File: config.mk
export PLATFORM = sky130hd
export DESIGN_NAME = i2c_target_reg8_flat
export DESIGN_NICKNAME = d
export VERILOG_FILES = /design/src/rtl/i2c_pkg.sv /design/src/rtl/i2c_target_reg8_if.sv /design/src/rtl/i2c_bus_sync.sv /design/src/rtl/i2c_target_reg8.sv /design/src/flat_wrapper.sv
export SDC_FILE = /design/constraint.sdc
export NUM_CORES = 1
export LEC_CHECK = 0
export BUFFER_PORTS_ARGS = -buffer_cell sky130_fd_sc_hd__buf_2
export CORE_ASPECT_RATIO = 0.9
export CORE_MARGIN = 2
export CORE_UTILIZATION = 59
export CTS_BUF_LIST = sky130_fd_sc_hd__clkbuf_8
export CTS_CLUSTER_DIAMETER = 150
export DETAILED_ROUTE_END_ITERATION = 10
export PLACE_DENSITY = 0.81
export SYNTH_ARGS = -nofsm -noshare
export SYNTH_HDL_FRONTEND = slang
export SYNTH_SLANG_ARGS = --single-unit
File: constraint.sdc
create_clock -name CLK -period 2.6 [get_ports CLK]
set_clock_uncertainty 0.15 [all_clocks]
set_input_delay 0.26 -clock CLK [delete_from_list [all_inputs] [get_ports CLK]]
set_output_delay 0.26 -clock CLK [all_outputs]
set_load 0.05 [all_outputs]
File: src/rtl/i2c_pkg.sv
// Shared definitions for the i2c_target_reg8 register-bank I2C target.
//   state_t        : protocol FSM states
//   ACK_BIT/NACK_BIT, RW_WRITE/RW_READ : bus-level bit meanings
package i2c_pkg;

  localparam int unsigned BYTE_W = 8;
  localparam int unsigned CNT_W  = 4;
  localparam int unsigned ADDR_W = 7;

  localparam logic [ADDR_W-1:0] DEV_ADDR_DFLT = 7'h10;

  localparam logic ACK_BIT  = 1'b0;
  localparam logic NACK_BIT = 1'b1;
  localparam logic RW_WRITE = 1'b0;
  localparam logic RW_READ  = 1'b1;

  typedef enum logic [3:0] {
    ST_IDLE,
    ST_ADDR,
    ST_ADDR_ACK,
    ST_PTR,
    ST_PTR_ACK,
    ST_WDAT,
    ST_WDAT_ACK,
    ST_RDAT,
    ST_RD_MACK,
    ST_IGNORE
  } state_t;

endpackage

File: src/rtl/i2c_target_reg8_if.sv
// Pad and register-bank signals of i2c_target_reg8.
//   slave  modport : the target itself
//   master modport : the bus driver / register bank side
interface i2c_target_reg8_if;
  import i2c_pkg::*;

  logic              SCL_I;
  logic              SDA_I;
  logic              SDA_O;
  logic [BYTE_W-1:0] REG_ADDR;
  logic [BYTE_W-1:0] REG_WDATA;
  logic [BYTE_W-1:0] REG_RDATA;
  logic              REG_WE;
  logic              REG_RE;
  logic              BUSY;

  modport slave (
    input  SCL_I, SDA_I, REG_RDATA,
    output SDA_O, REG_ADDR, REG_WDATA, REG_WE, REG_RE, BUSY
  );

  modport master (
    output SCL_I, SDA_I, REG_RDATA,
    input  SDA_O, REG_ADDR, REG_WDATA, REG_WE, REG_RE, BUSY
  );
endinterface

File: src/rtl/i2c_bus_sync.sv
// Synchronises the raw SCL/SDA pads and produces one-CLK event pulses.
//   CLK, RESET_N      : system clock, async active-low reset
//   SCL_I, SDA_I      : asynchronous pad inputs
//   sda               : synchronised SDA level
//   scl_rise/scl_fall : SCL edge pulses
//   start/stop        : SDA fall / rise while SCL high
// Pulses appear 3 CLK after the pad edge (2 sync stages + registered event).
module i2c_bus_sync (
  input  logic CLK,
  input  logic RESET_N,
  input  logic SCL_I,
  input  logic SDA_I,
  output logic sda,
  output logic scl_rise,
  output logic scl_fall,
  output logic start,
  output logic stop
);

  logic [1:0] scl_ff;
  logic [1:0] sda_ff;
  logic       scl_hist;
  logic       sda_hist;

  // Reset to the idle-bus level so release of reset creates no false events.
  always_ff @(posedge CLK or negedge RESET_N) begin
    if (!RESET_N) begin
      scl_ff   <= 2'b11;
      sda_ff   <= 2'b11;
      scl_hist <= 1'b1;
      sda_hist <= 1'b1;
      scl_rise <= 1'b0;
      scl_fall <= 1'b0;
      start    <= 1'b0;
      stop     <= 1'b0;
    end else begin
      scl_ff   <= {scl_ff[0], SCL_I};
      sda_ff   <= {sda_ff[0], SDA_I};
      scl_hist <= scl_ff[1];
      sda_hist <= sda_ff[1];
      scl_rise <= scl_ff[1] & ~scl_hist;
      scl_fall <= ~scl_ff[1] & scl_hist;
      start    <= scl_ff[1] & scl_hist & ~sda_ff[1] & sda_hist;
      stop     <= scl_ff[1] & scl_hist & sda_ff[1] & ~sda_hist;
    end
  end

  assign sda = sda_hist;

endmodule

File: src/rtl/i2c_target_reg8.sv
// I2C target bridging SCL/SDA to an 8-bit addressed register bank.
//   CLK, RESET_N : system clock (>= 8x SCL), async active-low reset
//   bus (slave)  : SCL_I/SDA_I/SDA_O pads, REG_ADDR/REG_WDATA/REG_WE,
//                  REG_RE/REG_RDATA, BUSY
// Build option: I2C_TARGET_AUTOINC_EN enables REG_ADDR auto-increment after
// every write strobe and every master-ACKed read byte.
module i2c_target_reg8
  import i2c_pkg::*;
#(
  parameter logic [ADDR_W-1:0] DEV_ADDR = DEV_ADDR_DFLT
) (
  input logic             CLK,
  input logic             RESET_N,
  i2c_target_reg8_if.slave bus
);

  logic sda, scl_rise, scl_fall, start_evt, stop_evt;

  i2c_bus_sync u_sync (
    .CLK      (CLK),
    .RESET_N  (RESET_N),
    .SCL_I    (bus.SCL_I),
    .SDA_I    (bus.SDA_I),
    .sda      (sda),
    .scl_rise (scl_rise),
    .scl_fall (scl_fall),
    .start    (start_evt),
    .stop     (stop_evt)
  );

  state_t             state_q, state_d;
  logic [CNT_W-1:0]   bit_cnt_q, bit_cnt_d;
  logic [BYTE_W-1:0]  shreg_q, shreg_d;
  logic [BYTE_W-1:0]  reg_addr_q, reg_addr_d;
  logic [BYTE_W-1:0]  reg_wdata_q, reg_wdata_d;
  logic               reg_we_q, reg_we_d;
  logic               reg_re_q, reg_re_d;
  logic               sda_o_q, sda_o_d;
  logic               busy_q, busy_d;
  logic               mack_q, mack_d;
  logic               drive_q, drive_d;

  logic              byte_done;
  logic              addr_match;
  logic [BYTE_W-1:0] rx_byte;

  assign byte_done  = (bit_cnt_q == CNT_W'(BYTE_W));
  assign addr_match = (shreg_q[7:1] == DEV_ADDR) && (shreg_q[7:1] != 7'h00);
  assign rx_byte    = {shreg_q[6:0], sda};

  // State and datapath registers; SDA release on reset is asynchronous.
  always_ff @(posedge CLK or negedge RESET_N) begin
    if (!RESET_N) begin
      state_q     <= ST_IDLE;
      bit_cnt_q   <= '0;
      shreg_q     <= '0;
      reg_addr_q  <= '0;
      reg_wdata_q <= '0;
      reg_we_q    <= 1'b0;
      reg_re_q    <= 1'b0;
      sda_o_q     <= 1'b1;
      busy_q      <= 1'b0;
      mack_q      <= NACK_BIT;
      drive_q     <= 1'b0;
    end else begin
      state_q     <= state_d;
      bit_cnt_q   <= bit_cnt_d;
      shreg_q     <= shreg_d;
      reg_addr_q  <= reg_addr_d;
      reg_wdata_q <= reg_wdata_d;
      reg_we_q    <= reg_we_d;
      reg_re_q    <= reg_re_d;
      sda_o_q     <= sda_o_d;
      busy_q      <= busy_d;
      mack_q      <= mack_d;
      drive_q     <= drive_d;
    end
  end

  // Next state: START/STOP override everything, otherwise byte/ACK sequencing.
  always_comb begin
    state_d = state_q;
    if (stop_evt) begin
      state_d = ST_IDLE;
    end else if (start_evt) begin
      state_d = ST_ADDR;
    end else begin
      case (state_q)
        ST_ADDR:     if (scl_fall && byte_done) state_d = addr_match ? ST_ADDR_ACK : ST_IGNORE;
        ST_ADDR_ACK: if (scl_fall) state_d = (shreg_q[0] == RW_WRITE) ? ST_PTR : ST_RDAT;
        ST_PTR:      if (scl_fall && byte_done) state_d = ST_PTR_ACK;
        ST_PTR_ACK:  if (scl_fall) state_d = ST_WDAT;
        ST_WDAT:     if (scl_fall && byte_done) state_d = ST_WDAT_ACK;
        ST_WDAT_ACK: if (scl_fall) state_d = ST_WDAT;
        ST_RDAT:     if (scl_fall && byte_done) state_d = ST_RD_MACK;
        ST_RD_MACK:  if (scl_fall) state_d = (mack_q == ACK_BIT) ? ST_RDAT : ST_IGNORE;
        default:     state_d = state_q;
      endcase
    end
  end

  // Outputs and datapath next values.
  always_comb begin
    bit_cnt_d   = bit_cnt_q;
    shreg_d     = shreg_q;
    reg_addr_d  = reg_addr_q;
    reg_wdata_d = reg_wdata_q;
    reg_we_d    = 1'b0;
    reg_re_d    = 1'b0;
    sda_o_d     = sda_o_q;
    busy_d      = busy_q;
    mack_d      = mack_q;
    drive_d     = 1'b0;

`ifdef I2C_TARGET_AUTOINC_EN
    if (reg_we_q) reg_addr_d = reg_addr_q + BYTE_W'(1);
`endif

    if (stop_evt) begin
      sda_o_d   = 1'b1;
      busy_d    = 1'b0;
      bit_cnt_d = '0;
    end else if (start_evt) begin
      sda_o_d   = 1'b1;
      bit_cnt_d = '0;
    end else begin
      case (state_q)
        ST_ADDR, ST_PTR, ST_WDAT: begin
          if (scl_rise && !byte_done) begin
            shreg_d   = rx_byte;
            bit_cnt_d = bit_cnt_q + CNT_W'(1);
            if (bit_cnt_q == CNT_W'(BYTE_W - 1)) begin
              if (state_q == ST_PTR) reg_addr_d = rx_byte;
              if (state_q == ST_WDAT) begin
                reg_wdata_d = rx_byte;
                reg_we_d    = 1'b1;
              end
            end
          end else if (scl_fall && byte_done) begin
            bit_cnt_d = '0;
            if (state_q != ST_ADDR || addr_match) sda_o_d = ACK_BIT;
            if (state_q == ST_ADDR && addr_match) busy_d = 1'b1;
          end
        end
        ST_ADDR_ACK, ST_PTR_ACK, ST_WDAT_ACK: begin
          if (scl_fall) begin
            sda_o_d = 1'b1;
            if (state_q == ST_ADDR_ACK && shreg_q[0] == RW_READ) reg_re_d = 1'b1;
          end
        end
        ST_RDAT: begin
          // Fetch: REG_RE -> load REG_RDATA -> drive MSB, one CLK apart.
          if (reg_re_q) begin
            shreg_d = bus.REG_RDATA;
            drive_d = 1'b1;
          end else if (drive_q) begin
            sda_o_d = shreg_q[7];
          end else if (scl_rise && !byte_done) begin
            bit_cnt_d = bit_cnt_q + CNT_W'(1);
          end else if (scl_fall) begin
            if (byte_done) begin
              sda_o_d   = 1'b1;
              bit_cnt_d = '0;
              mack_d    = NACK_BIT;
            end else if (bit_cnt_q != '0) begin
              sda_o_d = shreg_q[6];
              shreg_d = {shreg_q[6:0], 1'b1};
            end
          end
        end
        ST_RD_MACK: begin
          if (scl_rise) begin
            mack_d = sda;
`ifdef I2C_TARGET_AUTOINC_EN
            if (sda == ACK_BIT) reg_addr_d = reg_addr_q + BYTE_W'(1);
`endif
          end else if (scl_fall && mack_q == ACK_BIT) begin
            reg_re_d = 1'b1;
          end
        end
        default: ;
      endcase
    end
  end

  assign bus.SDA_O     = sda_o_q;
  assign bus.REG_ADDR  = reg_addr_q;
  assign bus.REG_WDATA = reg_wdata_q;
  assign bus.REG_WE    = reg_we_q;
  assign bus.REG_RE    = reg_re_q;
  assign bus.BUSY      = busy_q;

endmodule

File: src/flat_wrapper.sv
// flat-port wrapper written by rule: the top's interface ports become plain ports
module i2c_target_reg8_flat import i2c_pkg::*;
#(
  parameter logic [ADDR_W-1:0] DEV_ADDR = DEV_ADDR_DFLT
)
  (CLK, RESET_N, bus_SCL_I, bus_SDA_I, bus_REG_RDATA, bus_SDA_O, bus_REG_ADDR, bus_REG_WDATA, bus_REG_WE, bus_REG_RE, bus_BUSY);
  i2c_target_reg8_if bus_i ();
  input logic CLK;
  input logic RESET_N;
  input wire logic [$bits(bus_i.SCL_I)-1:0] bus_SCL_I;
  input wire logic [$bits(bus_i.SDA_I)-1:0] bus_SDA_I;
  input wire logic [$bits(bus_i.REG_RDATA)-1:0] bus_REG_RDATA;
  output wire logic [$bits(bus_i.SDA_O)-1:0] bus_SDA_O;
  output wire logic [$bits(bus_i.REG_ADDR)-1:0] bus_REG_ADDR;
  output wire logic [$bits(bus_i.REG_WDATA)-1:0] bus_REG_WDATA;
  output wire logic [$bits(bus_i.REG_WE)-1:0] bus_REG_WE;
  output wire logic [$bits(bus_i.REG_RE)-1:0] bus_REG_RE;
  output wire logic [$bits(bus_i.BUSY)-1:0] bus_BUSY;
  assign bus_i.SCL_I = bus_SCL_I;
  assign bus_i.SDA_I = bus_SDA_I;
  assign bus_i.REG_RDATA = bus_REG_RDATA;
  assign bus_SDA_O = bus_i.SDA_O;
  assign bus_REG_ADDR = bus_i.REG_ADDR;
  assign bus_REG_WDATA = bus_i.REG_WDATA;
  assign bus_REG_WE = bus_i.REG_WE;
  assign bus_REG_RE = bus_i.REG_RE;
  assign bus_BUSY = bus_i.BUSY;
  i2c_target_reg8 #(.DEV_ADDR(DEV_ADDR)) u_core (.CLK(CLK), .RESET_N(RESET_N), .bus(bus_i));
endmodule
==> metrics.md, run 1 <==
| Metric | Value |
|---|---|
| Status | completed |
| RSZ-0062 raised after global routing | false |
| Port Buf Inserts | 31 |
| Chip width | 71.2 um |
| Clk pin slew, worst setup/hold paths | 0.09 ns |
| Min Tclk post-route | 2.28 ns |
| CP max FO | 16 |
| Worst rel slew slack | 0.597 |
| Initial antenna violation count | 0 |
| H-tree levels | 2 |
| First-pass iteration count of the detailed router | 4 |
| Syn avg cell area | 10.8 um^2 |
| Fin Hold WS | slightly above 0.1 ns |
| Deepest clock path buffer count | 2 |
| Synth Cell Area | roughly 0.0024 mm^2 |
| Power share of the clock group | 0.346 |
| Register area share after synthesis | 0.504 |
| Placed inst area | roughly 0.0026 mm^2 |
| Gate power share | 0.143 |
| Mux contribution to synthesized area | 0.121 |
| Crit-path leading delay family | simple AND/OR/NAND/NOR gates |
| Buf/Inv on CP | 2 |
| Dpl ws | about 0.35 ns |
| Crit-path slowest cell | or4b_4 |
| Most frequent cells in the layout | 40 x dfrtp_1, 31 x buf_2, 22 x nor2_1, 17 x mux2_2, 14 x nand2_1 |
| Origin of the critical flop-to-flop path | u_core.bit_cnt_q[0] |
| Reg2reg end | u_core.shreg_q[0] |
| Top cell type's share of synthesized area | 0.417 |
| Kind of start point of the critical path | flop |
| CTS resizes | 0 |
| CTS Buf Count | 5 |
| DRT Wirelength | 5310 um |
| Leak Pwr | around 1.3 nW |
| Syn Nets | ~240 |
| Peak supply drop | 0.732 mV |
| Worst Slack Setup Final | 0.322 ns |
| Clk sinks | 48 |
| Most common cell after layout, fill and taps aside | dfrtp_1 |
| Primary FF master, synth | dfrtp_1 |
| DIE AREA | ~0.0046 mm^2 |
| Setup crit end | u_core.shreg_q[0] |
| Crit Path Category | flop to flop |
| GRT Overall Usage | 0.257 |
| Area contributors post-synth | dfrtp_1 42%, dfstp_2 8.8%, mux2_2 8.0% |
| Crit path required time | 2.67 ns |
| XOR/XNOR Fraction of Synth Area | 0.00365 |
| Via Count | 1878 |
| Final Hold Viols | 0 |
| Final period utilization | 0.876 |
| P per Cell Area | 675 mW/mm^2 |
| Vias in the first global route | 1885 |
| NetSw | 0.528 mW |
| Chip height | roughly 65 um |
| Vias per inst | slightly above 6 |
| Sum Neg Setup Slack | 0 ns |
| Finished Cell Area | between 0.002 and 0.003 mm^2 |
| CP max stage delay | 0.51 ns |
| Largest family of logic cells by synthesized area | simple AND/OR/NAND/NOR gates |
| YS warnings | 0 |
| Area growth syn-to-layout | 14.4% |
| Setup-failing EPs final | 0 |
| CP Depth | 8 |
| Critical path startpoint | u_core.bit_cnt_q[0] |
| Worst-Margin Slew | 0.605 ns |
| Synth Instances | 222 |
| Sequential share of power | 0.511 |
| Drt drc | 0 |
| Rows | 21 |
| Largest net degree at the start of global routing | 49 |
| Pint | 1.33 mW |
| Post-synth ARST share | 1.00 |
| Fraction of layout cells with a size suffix above 1 | 0.310 |
| Post-synth top area cell | dfrtp_1 |
| CTS tree | built |
| R2r setup slk | 0.32 ns |
| Worst-path cell chain | inv_1 > ha_1 > nor2b_1 > or4b_4 > a221oi_4 > buf_4 > o211ai_1 > o21ai_0 |
| Post-DP HPWL | approximately 3700 um |
| Compound-Gate Fraction of Synth Area | 0.141 |
| Max-cap violations | 0 |
| Initial Util | 0.630 |
| Adder-Cell Fraction of Synth Area | 0.0104 |
| Fmax | around 0.44 GHz |
| GR Overflow Total | 0 |
| Post-route ant nets | 0 |
| Critical path arrival | 2.34 ns |
| First-pass GRT wire length | between 9000 and 10000 um |
| Synthesized flop and latch total | 48 |
| Switching Fraction | 0.285 |
| # diodes | 0 |
| Hold Path Class | input pin to flop |
| RePlAce Congestion | ~0.93 |
| Core Region | approximately 0.0038 mm^2 |
| Worst-skew pair later-pin latency | 0.30 ns |
| I/O pins | 32 |
| Reg2Reg Depth | 8 |
| Avg WL per Cell | 17.5 um |
| Nets | 271 |
| Worst setup EP type | flop |
| Final count of pins violating max slew | 0 |
| Simple-Gate Fraction of Synth Area | 0.178 |
| Fillers | between 200 and 300 |
| Clock root cell | clkbuf_8 |
| 1st-iter DRT viols | 215 |
| Synth cell types | 47 |
| Post-synth EDFFs | 0 |
-- final cells by class --
class	instances	area [um^2]	area share
flip-flops and latches	48	1210	0.441
inverters	9	33.8	0.0123
repair buffers	38	215	0.0784
well taps	46	57.6	0.0210
multi-input cells	155	1090	0.397
clock buffers	5	68.8	0.0251
clock inverters	3	68.8	0.0251
-- flip-flops by register name, indices dropped and copies added, names as in the netlist --
signal,cells
u_core.u_sync.sda_ff,2
u_core.u_sync.sda,1
u_core.mack_q,1
u_core.bus.SDA_O,1
u_core.bus.REG_WE,1
u_core.shreg_q,8
u_core.u_sync.scl_ff,2
u_core.u_sync.scl_rise,1
u_core.bus.BUSY,1
u_core.state_q,4
u_core.drive_q,1
u_core.u_sync.scl_hist,1
u_core.bus.REG_WDATA,8
u_core.u_sync.scl_fall,1
u_core.u_sync.start,1
u_core.u_sync.stop,1
u_core.bus.REG_RE,1
u_core.bit_cnt_q,4
u_core.bus.REG_ADDR,8
-- synth_stat cells (2+ instances only) --
library cell,n
dfrtp_1,40
nor2_1,22
mux2_2,17
nand2_1,14
a21oi_1,12
o21ai_0,11
mux2i_1,10
inv_1,9
nor3_1,9
dfstp_2,8
nand3_1,6
clkbuf_1,5
a31oi_1,4
nor2b_1,4
nor3b_1,4
nor4_1,3
o21a_1,3
a211o_1,2
a21oi_2,2
a41o_1,2
buf_2,2
buf_6,2
ha_1,2
nand3b_1,2
nand4b_1,2
o2bb2ai_1,2
o32ai_1,2
or4b_4,2
-- power groups by stage --
stage	logic, mW	registers, mW	clock network, mW
after CTS	0.264	0.941	0.652
final	0.265	0.948	0.641
after global routing	0.301	0.965	0.686
after detailed placement	0.258	0.955	0
after global placement	0.246	0.948	0
after floorplan	0.201	0.916	0
-- per-layer routing --
layer / GRT usage / part of all wire
met1: 0.370 / 0.45
met2: 0.385 / 0.47
met3: 0.0575 / 0.067
met4: 0.0873 / 0.013
met5: 0 / 0
-- tightest hold or removal path: cells and delay by family --
kind | cells | cell delay (ns)
compound gates | 1 | 0.13
buf+inv | 1 | 0.07
mux | 1 | 0.05
-- per-stage QoR --
step,cells,util,total power [mW]
after detailed placement,293,0.677,1.21
final,304,0.721,1.85
after global routing,304,0.721,1.95
after global placement,293,0.677,1.19
after floorplan,222,-,1.12
after CTS,304,0.721,1.86
-- kinds of logic after synthesis --
family	count (synthesis)
xor gates and xnor gates	1
muxes	27
AOI/OAI and AO/OA	47
buffers and inverters	19
DFF	48
adders and majority gates	2
and+or+nand+nor	78
-- repair_timing --
action	4_1_cts	5_1_grt
hold buffers	3	0
hold endpoints to repair	42	0
setup buffers	0	0
-- worst min path at each step --
stage | from | to | depth (start not counted)
finish | bus_REG_RDATA[1] | u_core.shreg_q[1] | 3
global route | bus_REG_RDATA[7] | u_core.shreg_q[7] | 3
CTS | bus_REG_RDATA[1] | u_core.shreg_q[1] | 3
detailed placement | u_core.u_sync.sda_ff[0] | u_core.u_sync.sda_ff[1] | 0
global placement | u_core.u_sync.scl_ff[0] | u_core.u_sync.scl_ff[1] | 0
floorplan | RESET_N | u_core.bit_cnt_q[0] | 0
Note: power is estimated with default switching activity, not from simulation.
==> run 2: changes to the inputs <==
Settings changed: CTS_BUF_LIST sky130_fd_sc_hd__clkbuf_8 to sky130_fd_sc_hd__clkbuf_4, SETUP_SLACK_MARGIN set to 0.5.
==> run 2 against run 1 <==
Worst hold slack worse by 0.061 ns. Count of clock-buffer cells in the layout is 1 higher. Die area stayed put. Power is 13% lower. First-iteration DRC count is 20% lower. Critical path depth stayed put. Sequential power hardly changed. Global-route usage is 1.2 points lower. Largest cell class unchanged.
==> metrics.md, run 2 (synthesis results as in run 1) <==
| Metric | Value |
|---|---|
| Origin of the critical flop-to-flop path | u_core.bit_cnt_q[0] |
| Post-route ant nets | 0 |
| Critical path arrival | 2.28 ns |
| Worst-skew pair later-pin latency | 0.37 ns |
| Sum Neg Setup Slack | 0 ns |
| Final Hold Viols | 0 |
| Initial antenna violation count | 0 |
| Clk pin slew, worst setup/hold paths | 0.15 ns |
| Most common cell after layout, fill and taps aside | dfrtp_1 |
| Core Region | 0.00381 mm^2 |
| H-tree levels | 2 |
| GRT Overall Usage | 0.245 |
| RSZ-0062 raised after global routing | true |
| Setup-failing EPs final | 0 |
| Multi-input logic area | 0.00114 mm^2 |
| Worst setup EP type | flop |
| Rows | 21 |
| DIE AREA | 0.00460 mm^2 |
| Final period utilization | 0.818 |
| Final count of pins violating max slew | 0 |
| Fmax | 0.470 GHz |
| Port Buf Inserts | 31 |
| Crit Path Category | flop to flop |
| Crit-path leading delay family | simple AND/OR/NAND/NOR gates |
| First-pass iteration count of the detailed router | 5 |
| CTS Buf Count | 5 |
| Cell Count, Final, Fillers Out | 309 |
| First-pass GRT wire length | 8660 um |
| Deepest clock path buffer count | 2 |
| Buf/Inv on CP | 2 |
| Area growth syn-to-layout | 14.9% |
| P per Cell Area | 582 mW/mm^2 |
| Nets | roughly 280 |
| Drt drc | 0 |
| RePlAce Congestion | approximately 0.85 |
| Crit path required time | 2.75 ns |
| Hold Path Origin | bus_REG_RDATA[6] |
| Peak supply drop | about 0.48 mV |
| Max-cap violations | 0 |
| CP max stage delay | 0.49 ns |
| Worst Hold Path Cells | 3 |
| Min Tclk post-route | 2.13 ns |
| Largest net degree at the start of global routing | 26 |
| 1st-iter DRT viols | between 150 and 200 |
| Leak Pwr | 1.34 nW |
| CTS tree | built |
| # diodes | 0 |
| Vias per inst | about 6.1 |
| Avg WL per Cell | 16.8 um |
| Reg2Reg Depth | 8 |
| Vias in the first global route | 1809 |
| Post-DP HPWL | 3550 um |
| Fillers | 275 |
| Chip width | about 70 um |
| Crit-path slowest cell | or4b_4 |
| GR Overflow Total | 0 |
| DRT Wirelength | 5190 um |
| Clock root cell | clkbuf_4 |
| Fraction of layout cells with a size suffix above 1 | 0.365 |
| Status | completed |
| Worst-Margin Slew | 0.557 ns |
| CP max FO | 8 |
| Worst-path cell chain | inv_2 > ha_4 > nor2b_4 > or4b_4 > a221oi_4 > buf_6 > o211ai_1 > o21ai_1 |
| CP Depth | 8 |
| Clk sinks | 48 |
| Worst rel slew slack | 0.626 |
| Initial Util | 0.630 |
| Critical path startpoint | u_core.bit_cnt_q[0] |
| Most frequent cells in the layout | 36 x dfrtp_1, 31 x buf_2, 20 x nor2_1, 17 x mux2_2, 14 x nand2_1 |
| Placed insts | approximately 300 |
| Hold Path Class | input pin to flop |
| Register area | 0.00122 mm^2 |
| Via Count | 1892 |
| Chip height | about 65 um |
| I/O pins | 32 |
| Kind of start point of the critical path | flop |
run 2: cell count changes in the layout (fill, tap and decap cells not counted), moves of 4 or more:
| cell | delta |
|---|---|
| buf_4 | +4 |
| clkbuf_4 | +6 |
| dfrtp_1 | -4 |
| dfrtp_2 | +4 |
| clkbuf_8 | -5 |
run 2: path summary, 6_finish.rpt:
| kind | to | slack (ns) |
|---|---|---|
| worst max-delay path | u_core.shreg_q[0] | 0.47 |
| worst min-delay path | u_core.shreg_q[6] | 0.04 |
| worst max register to register | u_core.shreg_q[0] | 0.47 |
| worst min register to register | u_core.u_sync.scl_ff[1] | 0.22 |
| max in group asynchronous | u_core.bus.SDA_O | 1.62 |
| min in group asynchronous | u_core.bus.REG_ADDR[2] | 0.08 |
run 2: metal layers:
| layer | vias to the layer above | part of all wire | GRT usage |
|---|---|---|---|
| li1 | 891 | - | - |
| met1 | 903 | 0.46 | 0.355 |
| met2 | 89 | 0.45 | 0.353 |
| met3 | 9 | 0.073 | 0.0747 |
| met4 | 0 | 0.016 | 0.0778 |
| met5 | - | 0 | 0 |
run 2: power by group:
| part | internal, mW | total, mW | switching [mW] |
|---|---|---|---|
| sequential | 0.828 | 0.951 | 0.124 |
| combinational | 0.139 | 0.303 | 0.163 |
| clock | 0.114 | 0.350 | 0.237 |
run 2: final cells by class:
type / count / area share
inverter: 9 / 0.0123
tap: 46 / 0.0209
multi-input combinational: 155 / 0.412
timing repair buffer: 43 / 0.0930
sequential: 48 / 0.441
clock inverter: 2 / 0.00408
clock buffer: 6 / 0.0163
run 2: worst register-to-register path, cell delays in order, from the launching register on:
cell	delay, ns
dfrtp_1	0.40
inv_2	0.06
ha_4	0.16
nor2b_4	0.12
or4b_4	0.49
a221oi_4	0.30
buf_6	0.18
o211ai_1	0.10
o21ai_1	0.08
run 2: timing repair:
item                       CTS  global route
buffers inserted             2             1
gates resized for setup      5            10
hold buffers                 3             0
gates cloned                 1             0
setup endpoints to repair   10            25
hold endpoints to repair    42             0
pin swaps                    1             0
run 2: metrics by stage:
| step | instance area (um^2) | hold WS (ns) | setup WS, ns | util | power [mW] |
|---|---|---|---|---|---|
| final | 2760 | 0.0428 | 0.474 | 0.724 | 1.60 |
| after global routing | 2760 | 0.0105 | 0.412 | 0.724 | 1.70 |
| after CTS | 2710 | 0.0293 | 0.488 | 0.712 | 1.58 |
| after detailed placement | 2600 | -0.0558 | 0.412 | 0.681 | 1.22 |
| after global placement | 2600 | -0.0577 | 0.461 | 0.681 | 1.20 |
| after floorplan | 2410 | -0.186 | 0.496 | - | 1.13 |
